**src/rtl/fifo_rd_ctrl.sv**
```systemverilog
// Read-domain controller for the UART async RX FIFO: owns the read pointer, empty/level/threshold
// flags, and arbitrates pops between single APB reads and a drain-all flush.
//
// state | meaning
// IDLE  | serve APB single-word reads; accept flush requests
// FLUSH | pop one word per cycle until empty, then pulse flush_done
module fifo_rd_ctrl #(
    parameter int ADDRSIZEL = 4
) (
    input  logic                 rclk,
    input  logic                 rrst,
    input  logic [ADDRSIZEL:0]   rq2_wptr,
    output logic [ADDRSIZEL:0]   rptr,
    output logic [ADDRSIZEL-1:0] raddr,
    input  logic [7:0]           mem_rdata,
    input  logic                 apb_rd_req,
    output logic                 rd_ack,
    output logic                 rd_err,
    output logic [7:0]           rd_data,
    input  logic                 flush_req,
    output logic                 flush_busy,
    output logic                 flush_done,
    input  logic [ADDRSIZEL:0]   rx_thresh,
    output logic                 rempty,
    output logic [ADDRSIZEL:0]   rlevel,
    output logic                 irq_thresh
);

    localparam int PW = ADDRSIZEL + 1;

    typedef enum logic {
        IDLE  = 1'b0,
        FLUSH = 1'b1
    } state_t;

    state_t        state, state_next;
    logic [PW-1:0] rbin, rbin_next, rgray_next, wbin, level_next;
    logic          pop, apb_pop, done_next;

    // Binary bit i is the XOR of all Gray bits at or above i.
    function automatic logic [PW-1:0] gray2bin(input logic [PW-1:0] g);
        logic [PW-1:0] b;
        for (int i = 0; i < PW; i++) begin
            b[i] = ^(g >> i);
        end
        return b;
    endfunction

    always_comb begin
        state_next = state;
        pop        = 1'b0;
        apb_pop    = 1'b0;
        done_next  = 1'b0;
        case (state)
            IDLE: begin
                if (flush_req) begin
                    state_next = FLUSH;
                end else if (apb_rd_req && !rempty) begin
                    pop     = 1'b1;
                    apb_pop = 1'b1;
                end
            end
            FLUSH: begin
                if (!rempty) begin
                    pop = 1'b1;
                end else begin
                    state_next = IDLE;
                    done_next  = 1'b1;
                end
            end
        endcase
    end

    assign rbin_next  = rbin + {{ADDRSIZEL{1'b0}}, pop};
    assign rgray_next = (rbin_next >> 1) ^ rbin_next;
    assign wbin       = gray2bin(rq2_wptr);
    assign level_next = wbin - rbin_next;
    assign raddr      = rbin[ADDRSIZEL-1:0];

    always_ff @(posedge rclk) begin
        if (rrst) begin
            state <= IDLE;
        end else begin
            state <= state_next;
        end
    end

    // A reset during FLUSH simply lands here, so no flush_done is produced.
    always_ff @(posedge rclk) begin
        if (rrst) begin
            rbin       <= '0;
            rptr       <= '0;
            rempty     <= 1'b1;
            rlevel     <= '0;
            irq_thresh <= 1'b0;
            rd_data    <= '0;
            rd_ack     <= 1'b0;
            rd_err     <= 1'b0;
            flush_busy <= 1'b0;
            flush_done <= 1'b0;
        end else begin
            rbin       <= rbin_next;
            rptr       <= rgray_next;
            rempty     <= (rgray_next == rq2_wptr);
            rlevel     <= level_next;
            irq_thresh <= (rx_thresh != '0) && (level_next >= rx_thresh);
            if (apb_pop) begin
                rd_data <= mem_rdata;
            end
            rd_ack     <= apb_rd_req;
            rd_err     <= apb_rd_req && !apb_pop;
            flush_busy <= (state_next == FLUSH);
            flush_done <= done_next;
        end
    end

endmodule

```
**config.mk**
```make
export PLATFORM = sky130hd
export DESIGN_NAME = fifo_rd_ctrl
export DESIGN_NICKNAME = d
export VERILOG_FILES = /design/src/rtl/fifo_rd_ctrl.sv
export SDC_FILE = /design/constraint.sdc
export NUM_CORES = 1
export LEC_CHECK = 0
export CAP_MARGIN = 0
export CORE_ASPECT_RATIO = 2
export CORE_UTILIZATION = 47
export DETAILED_ROUTE_END_ITERATION = 7
export GPL_TIMING_DRIVEN = 0
export HOLD_SLACK_MARGIN = 0.05
export PLACE_DENSITY = 0.8
export SYNTH_ARGS = -nofsm -noshare
export SYNTH_HDL_FRONTEND = slang
export SYNTH_SLANG_ARGS = --single-unit
```
**constraint.sdc**
```tcl
create_clock -name rclk -period 5.1 [get_ports rclk]
set_input_delay 1.02 -clock rclk [delete_from_list [all_inputs] [get_ports rclk]]
set_output_delay 1.02 -clock rclk [all_outputs]
set_load 0.005 [all_outputs]
```
# Word level (Yosys, flattened, before mapping)

Index checks and enable logic that the tools add are counted.

Word-level logic and storage cells: 36
Register bits after elaboration: 29

Reductions and logical operators: 12
Muxes and demuxes: 8
Eq/ne operators: 1
Order comparisons: 1
Add/sub/neg operators: 2
Bitwise gates (word level): 2

Operators by type and width:

| kind                                   | count |
|---|---|
| 5-bit XOR reduction                    | 5 |
| 1-bit 2-to-1 mux                       | 6 |
| 5-bit by 1-bit adder with 5-bit output | 1 |
| 5-bit == test                          | 1 |
| 5-bit greater-or-equal comparator      | 1 |
| 5-bit nonzero test                     | 1 |
| 5-bit subtractor                       | 1 |
| 4-bit by 5-bit XOR with 5-bit output   | 1 |
| 1-bit one-hot mux with 2 select lines  | 2 |
| 1-bit logical AND                      | 3 |
| 1-bit logical NOT                      | 2 |
| 2-bit OR reduction                     | 1 |
| 1-bit NOT                              | 1 |

# Depth between registers and ports, before layout

Gate-level depths: netlist (run 1).

Depth in word-level cells: 9
Mapped depth: 13

# Worst setup path before layout (run 1)

No wires, ideal clock.

Kind: input to register
Start point: input port rq2_wptr[3]
End point: register irq_thresh
Stages on the path: 13
Arrival time: 3,222 ps
Library setup time: 122 ps
Slack: 1,757 ps
Path through: xor2_1 -> xnor2_1 -> xor2_1 -> xor2_1 -> ha_1 -> fa_1 -> inv_1 -> a21o_1 -> a21oi_1 -> xnor2_1 -> ha_1 -> o21ai_0 -> a21oi_1

Word-level cells in the longest chain between the ends: 4
Elaborated cells between the ends (all ways): 7
Classes of those cells: 1 x add/sub; 1 x order compare; 5 x reduce/logical

Ends and longest elaborated chain:

| item                                  | RTL line | text |
|---|---|---|
| start: declaration                    | 12       | `input logic [ADDRSIZEL:0] rq2_wptr,` |
| 5-bit XOR reduction                   | 44       | `b[i] = ^(g >> i);` |
| 5-bit subtractor (*)                  | 77       | `assign level_next = wbin - rbin_next;` |
| net level_next[4]                     | 37       | `logic [PW-1:0] rbin, rbin_next, rgray_next, wbin, level_next;` |
| 5-bit greater-or-equal comparator (*) | 106      | `irq_thresh <= (rx_thresh != '0) && (level_next >= rx_thresh);` |
| 1-bit logical AND (*)                 | 106      |  |
| end signal: assignment                | 106      |  |
| end: declaration                      | 26       | `output logic irq_thresh` |

The timed path passes the listed nets; every way through them passes the cells marked *.
A chain may end at the register's enable or synchronous reset.

# Final worst setup path (run 1)

Start point: input port rq2_wptr[4]
End point: register irq_thresh

Same word-level chain as after synthesis.

==> flow_summary.ini, run 1 <==
[die]
coreArea_sq_mm = 0.002736
initial_core_util_pct = 49.57
ioPinCount = 50
die_h_um = 77.97
dieArea_sq_mm = 0.003118
die_x_um = 39.99
num_rows = 27

[worst_setup_path]
worst_setup_path_end_kind = flop
reg2reg_to = irq_thresh$_SDFF_PP0_
critPathLaunchType = input port
setup.worst_path.end = irq_thresh$_SDFF_PP0_
reg2reg_setup_slack_ns = 2.18
rr_worst_depth = 12
crit_start = rq2_wptr[4]
required_ns = 5.26
critPathArrivalTime_ns = 4.15
reg2reg_from = flush_busy$_SDFF_PP0_
path_class = input port to flop
cp_max_fo = 3

[placement]
placed_area_sq_mm = 0.001873
gp_congestion = 0.8533
place_ws_ns = 0.8207
dp.final_hpwl_um = 2486
port_buffers = 48

[sta]
setup_viol = 0
fin_crit_ns = 3.987
fin_crit_sh_pct = 78.17
slew_headroom_pct = 42.38
fin_ws_ns = 1.113
rsz0062_at_grt = no
tightest_slew_ns = 0.8576
hold_viol_final = 0
fin_worst_skew_ns = 0.004092
maxSlewViolCount = 0
fmax_mhz = 250.8
fin_tns_setup_ns = 0

[clock_tree]
root_buffer = clkbuf_8
clock_latency_ns = 0.27
cts_hold_buf = 0
cts_tree = built
cts_made_buffers = 3
htree_levels = 1
cts_sinks = 28
cts_buffer_depth = 2
post-cts-setup-buffers = 0
cts.clk_slew.worst_paths_ns = 0.09
ctsResizeCount = 0

[cells_and_area]
design_area_sq_mm = 0.001944
fillers = 215
drive_above_1_share_pct = 2.956
fin_nets = 238
area_growth_pct = 43.36
n_antenna_cell = 0

[global_routing]
met2_usage_pct = 44.84
antenna_found_initial = 0
gr-total-overflow = 0
grt_max_degree = 17
grt_pass1_wl_um = 4843
grtUsageMet3_pct = 3.429
grt_busiest_layer = met2
use_met1_pct = 18.21
grt_pass1_vias = 1218
grt_usage_pct = 22.18

[synthesis]
synth-adder-area-share_pct = 11.62
synthTopCellsByArea = dfxtp_1 41%, ha_1 10%, xnor2_1 8.4%, a21oi_1 5.5%, nand2_1 5.3%
ys_ff_latch = 28
synth.distinct_cells = 26
syn-cell-area_sq_mm = 0.001356
synth_area_leader_cell = dfxtp_1
synth_compound_area_share_pct = 8.579
synth-simple-area-share_pct = 16.42
yosys_warnings = 0
synth_seq_area_share_pct = 41.33
synthCells = 151
synth_top_family_by_area = simple AND/OR/NAND/NOR gates
synth_xor_area_share_pct = 15.77
synth.area.mux_share_pct = 1.568
avgSynthCellArea_sq_um = 8.982
synth.net_count = 185
synth_top_area_share_pct = 41.33

[min_path]
holdCritPathClass = flop to flop

[drt]
wl_per_cell_um = 12.80
postRouteAntennaNets = 0
dr_total_vias = 1176
vias_per_cell = 5.069
drc_errors = 0
drt_iter0_drc = 15
drt-total-wl_um = 2969
first_pass_iters = 4

[power_and_ir_drop]
pwr_density_cell_mw_per_mm2 = 288.9
leakagePower_uw = 0.0007887
vdd_ir_drop_max_mv = 0.1774

[job]
cap_violations = 0

[status]
outcome = complete, no violations
cell usage after synthesis, drive strengths merged:
cell type	n
nor2b	7
nor3	2
and2	1
nor2	12
nor4	1
nand3	3
nand2b	2
a31oi	1
mux2i	1
ha	11
or3	2
clkbuf	4
nand2	19
dfxtp	28
fa	1
buf	1
inv	12
xnor2	14
mux2	1
a41o	1
xnor3	1
xor2	7
a21o	2
a21oi	15
o21ai	2
registers in the layout, indices dropped and copies added, names as in the netlist:
signal	flops
flush_busy	1
flush_done	1
irq_thresh	1
rbin	4
rd_ack	1
rd_data	8
rd_err	1
rempty	1
rlevel	5
rptr	5
logic make-up (layout without fill, tap and decap cells):
kind of cell | Yosys count | in the layout
buffers and inverters | 17 | 69
DFF | 28 | 28
muxes | 2 | 2
AOI/OAI and AO/OA | 21 | 21
adders and majority gates | 12 | 12
and+or+nand+nor | 49 | 49
xor gates and xnor gates | 22 | 22
worst max-delay path, cell delays in order:
cell and delay (ns):
clkdlybuf4s50_1 0.51, xor2_1 0.29, xnor2_1 0.21, xor2_1 0.33
xor2_1 0.12, ha_1 0.25, fa_1 0.42, inv_1 0.08
a21o_1 0.11, a21oi_1 0.07, xnor2_1 0.23, ha_1 0.28
o21ai_0 0.16, a21oi_1 0.07
worst min-delay path by stage:
| stage | from | endpoint | slack (ns) | depth (start not counted) |
|---|---|---|---|---|
| after floorplan | rd_data[0]$_SDFFE_PP0P_ | rd_data[0]$_SDFFE_PP0P_ | 0.45 | 2 |
| after global placement | rd_data[4]$_SDFFE_PP0P_ | rd_data[4]$_SDFFE_PP0P_ | 0.44 | 2 |
| after detailed placement | rd_data[5]$_SDFFE_PP0P_ | rd_data[5]$_SDFFE_PP0P_ | 0.45 | 2 |
| after CTS | rd_data[5]$_SDFFE_PP0P_ | rd_data[5]$_SDFFE_PP0P_ | 0.47 | 2 |
| after global routing | rd_data[4]$_SDFFE_PP0P_ | rd_data[4]$_SDFFE_PP0P_ | 0.49 | 2 |
| final | rd_data[5]$_SDFFE_PP0P_ | rd_data[5]$_SDFFE_PP0P_ | 0.46 | 2 |
power by group:
group,leakage (uW),internal (uW),switching [uW]
combinational,0.000524,85.2,65.5
sequential,0.000229,235,6.40
clock,0.0000357,105,64.4
cell usage in the layout (no fill, tap or decap):
master	count
bufinv_16	1
a21o_1	2
inv_1	12
xnor2_1	13
nor4_1	1
a31oi_1	1
xor2_1	7
clkdlybuf4s50_1	48
xnor2_2	1
mux2i_1	1
nor3_1	2
nor2_1	12
clkbuf_8	3
o21ai_0	2
mux2_2	1
nand2b_1	2
and2_1	1
fa_1	1
a21oi_1	15
ha_1	11
buf_1	1
nor2b_1	7
a41o_1	1
nand2_1	19
or3_1	2
clkbuf_1	4
dfxtp_1	28
nand3_1	3
xnor3_1	1
layer usage:
layer / vias up / part of all wire [%] / wire length, um
met1: 547 / 33 / 969
met2: 40 / 62 / 1855
met4: 0 / 0.71 / 21
li1: 587 / - / -
met5: - / 0 / 0
met3: 2 / 4.1 / 123
final cells by class:
type                    count  area [sq um]  area share (%)
clock inverters             1         30.03           1.544
inverters                  12         45.04           2.317
plain buffers               5         18.77          0.9653
well taps                  29         36.28           1.866
clock buffers               3         41.29           2.124
repair buffers             48         480.5           24.71
flip-flops and latches     28         560.5           28.83
multi-input cells         106         732.0           37.64
per-stage QoR:
step	std cells	hold slack, ns	total power (uW)	util (%)
after floorplan	151	0.4527	327.3	-
after global placement	228	0.4413	391.1	68.45
after detailed placement	228	0.4533	399.1	68.45
after CTS	232	0.4660	569.0	71.06
after global routing	232	0.4853	595.8	71.06
final	232	0.4617	561.6	71.06
(Power assumes the default switching activity.)
==> inputs of run 2 (changes only) <==
--- a/config.mk
+++ b/config.mk
@@ -7,11 +7,11 @@
 export LEC_CHECK = 0
 export CAP_MARGIN = 0
 export CORE_ASPECT_RATIO = 2
-export CORE_UTILIZATION = 47
+export CORE_UTILIZATION = 44
 export DETAILED_ROUTE_END_ITERATION = 7
 export GPL_TIMING_DRIVEN = 0
 export HOLD_SLACK_MARGIN = 0.05
-export PLACE_DENSITY = 0.8
+export PLACE_DENSITY = 0.75
 export SYNTH_ARGS = -nofsm -noshare
 export SYNTH_HDL_FRONTEND = slang
 export SYNTH_SLANG_ARGS = --single-unit
==> constraint.sdc (replaced) <==
create_clock -name rclk -period 3.8 [get_ports rclk]
set_input_delay 0.76 -clock rclk [delete_from_list [all_inputs] [get_ports rclk]]
set_output_delay 0.76 -clock rclk [all_outputs]
set_load 0.005 [all_outputs]
==> flow_summary.ini, run 2 (synthesized netlist as in run 1, its figures left out) <==
[drt]
wl_per_cell_um = 12.31
drt_iter0_drc = 2
first_pass_iters = 3
drt-total-wl_um = 2869
vias_per_cell = 4.906
postRouteAntennaNets = 0
drc_errors = 0
dr_total_vias = 1143

[clock_tree]
cts_buffer_depth = 2
cts_made_buffers = 3
cts_hold_buf = 0
cts_sinks = 28
clock_latency_ns = 0.27
htree_levels = 1
cts_tree = built
root_buffer = clkbuf_8
cts.clk_slew.worst_paths_ns = 0.10

[power_and_ir_drop]
power_switching_uw = 180.5
vdd_ir_drop_max_mv = 0.3613
p_clk_share_pct = 25.7
p_int_uw = 523.3
switching_share_pct = 25.64
power_frac_seq_pct = 46.0
power_uw = 703.8
pwr-share-comb_pct = 28.4
leakagePower_uw = 0.0007844
pwr_density_cell_mw_per_mm2 = 362.0

[cells_and_area]
stdcell_count = 233
final_common_cell = clkdlybuf4s50_1
area_growth_pct = 43.36
final_cell_mix = 48 x clkdlybuf4s50_1, 28 x dfxtp_1, 19 x nand2_1
largest-register = rd_data
design_area_sq_mm = 0.001944
fin_nets = 238
multi_input_area_sq_um = 747.0
fillers = 272
largest_register_ffs = 8
n_antenna_cell = 0
regArea_sq_um = 560.5
drive_above_1_share_pct = 3.941
reg.largest.list = rd_data: 8 flops, rlevel: 5 flops, rptr: 5 flops

[die]
initial_core_util_pct = 46.09
die_x_um = 41.26
ioPinCount = 50
die_h_um = 80.52
dieArea_sq_mm = 0.003322
num_rows = 28
coreArea_sq_mm = 0.002943

[sta]
fin_tns_setup_ns = 0
hold_viol_final = 0
fin_crit_sh_pct = 94.27
fin_ws_ns = 0.2179
fin_worst_skew_ns = 0.009112
slew_headroom_pct = 47.22
rsz0062_at_grt = no
maxSlewViolCount = 0
tightest_slew_ns = 0.7857
fmax_mhz = 279.2
setup_viol = 0
fin_crit_ns = 3.582

[global_routing]
grt_pass1_vias = 1077
gr-total-overflow = 0
grt_max_degree = 16
grt_usage_pct = 19.31
grt_pass1_wl_um = 4353
antenna_found_initial = 0

[worst_setup_path]
required_ns = 3.97
worst_setup_path_end_kind = flop
critPathLaunchType = input port
cp_max_fo = 5
critPathArrivalTime_ns = 3.75
path_class = input port to flop

[placement]
dp.final_hpwl_um = 2433
port_buffers = 48
placed_area_sq_mm = 0.001874
gp_congestion = 0.7862
place_ws_ns = -0.1890
dp_cells = 229

[status]
outcome = complete, no violations

[job]
cap_violations = 0

[min_path]
holdCritPathClass = flop to flop
## run 2: cell count changes in the layout (fill, tap and decap cells not counted)
cell       previous run  this run
bufinv_16             1         0
xor2_1                7         5
xor2_2                0         2
clkbuf_8              3         4
## run 2: critical path: stages
cell and delay [ns]:
clkdlybuf4s50_1 0.48, nand2b_1 0.15, a21oi_1 0.08, ha_1 0.23
ha_1 0.29, xnor2_2 0.35, ha_1 0.33, a21o_1 0.19
a21oi_1 0.18, xnor2_1 0.18, ha_1 0.27, o21ai_0 0.17
a21oi_1 0.07
## run 2: cell type report
cell class	count	share of cell area (%)
multi-input cells	106	38.42
flip-flops and latches	28	28.83
repair buffers	48	24.71
clock buffers	4	2.831
inverters	12	2.317
well taps	30	1.931
plain buffers	5	0.9653
## run 2: power by group through the flow
stage	combinational [uW]	sequential, uW	clock, uW
final	200	324	181
after floorplan	106	333	0
after global routing	227	327	201
after global placement	195	330	0
after CTS	202	324	183
after detailed placement	201	331	0
## run 2: per-stage QoR
| step | hold WS, ns | util [%] |
|---|---|---|
| 4_1_cts | 0.4606 | 65.56 |
| 5_1_grt | 0.4806 | 66.07 |
| 3_5_place_dp | 0.4471 | 63.69 |
| 2_1_floorplan | 0.4527 | - |
| 3_3_place_gp | 0.4419 | 63.69 |
| 6_report | 0.4630 | 66.07 |
## run 2: repair_timing
action | in CTS | in global routing
endpoints found under the hold margin | 0 | 0
gates resized for setup | 0 | 2
buffers inserted | 0 | 0
endpoints found under the setup margin | 0 | 1
## run 2: path summary, 6_finish.rpt
kind,from,end,slack (ns),depth (start not counted)
worst max-delay path,flush_req,irq_thresh$_SDFF_PP0_,0.22,13
worst min-delay path,rd_data[0]$_SDFFE_PP0P_,rd_data[0]$_SDFFE_PP0P_,0.46,2
worst max register to register,flush_busy$_SDFF_PP0_,irq_thresh$_SDFF_PP0_,0.89,12
worst min register to register,rd_data[0]$_SDFFE_PP0P_,rd_data[0]$_SDFFE_PP0P_,0.46,2
## run 2: routing by layer
layer,vias to the layer above,wire [um],GRT usage (%)
li1,590,-,-
met4,0,51,8.710
met3,5,157,2.762
met1,514,955,17.01
met5,-,0,0
met2,34,1705,37.19
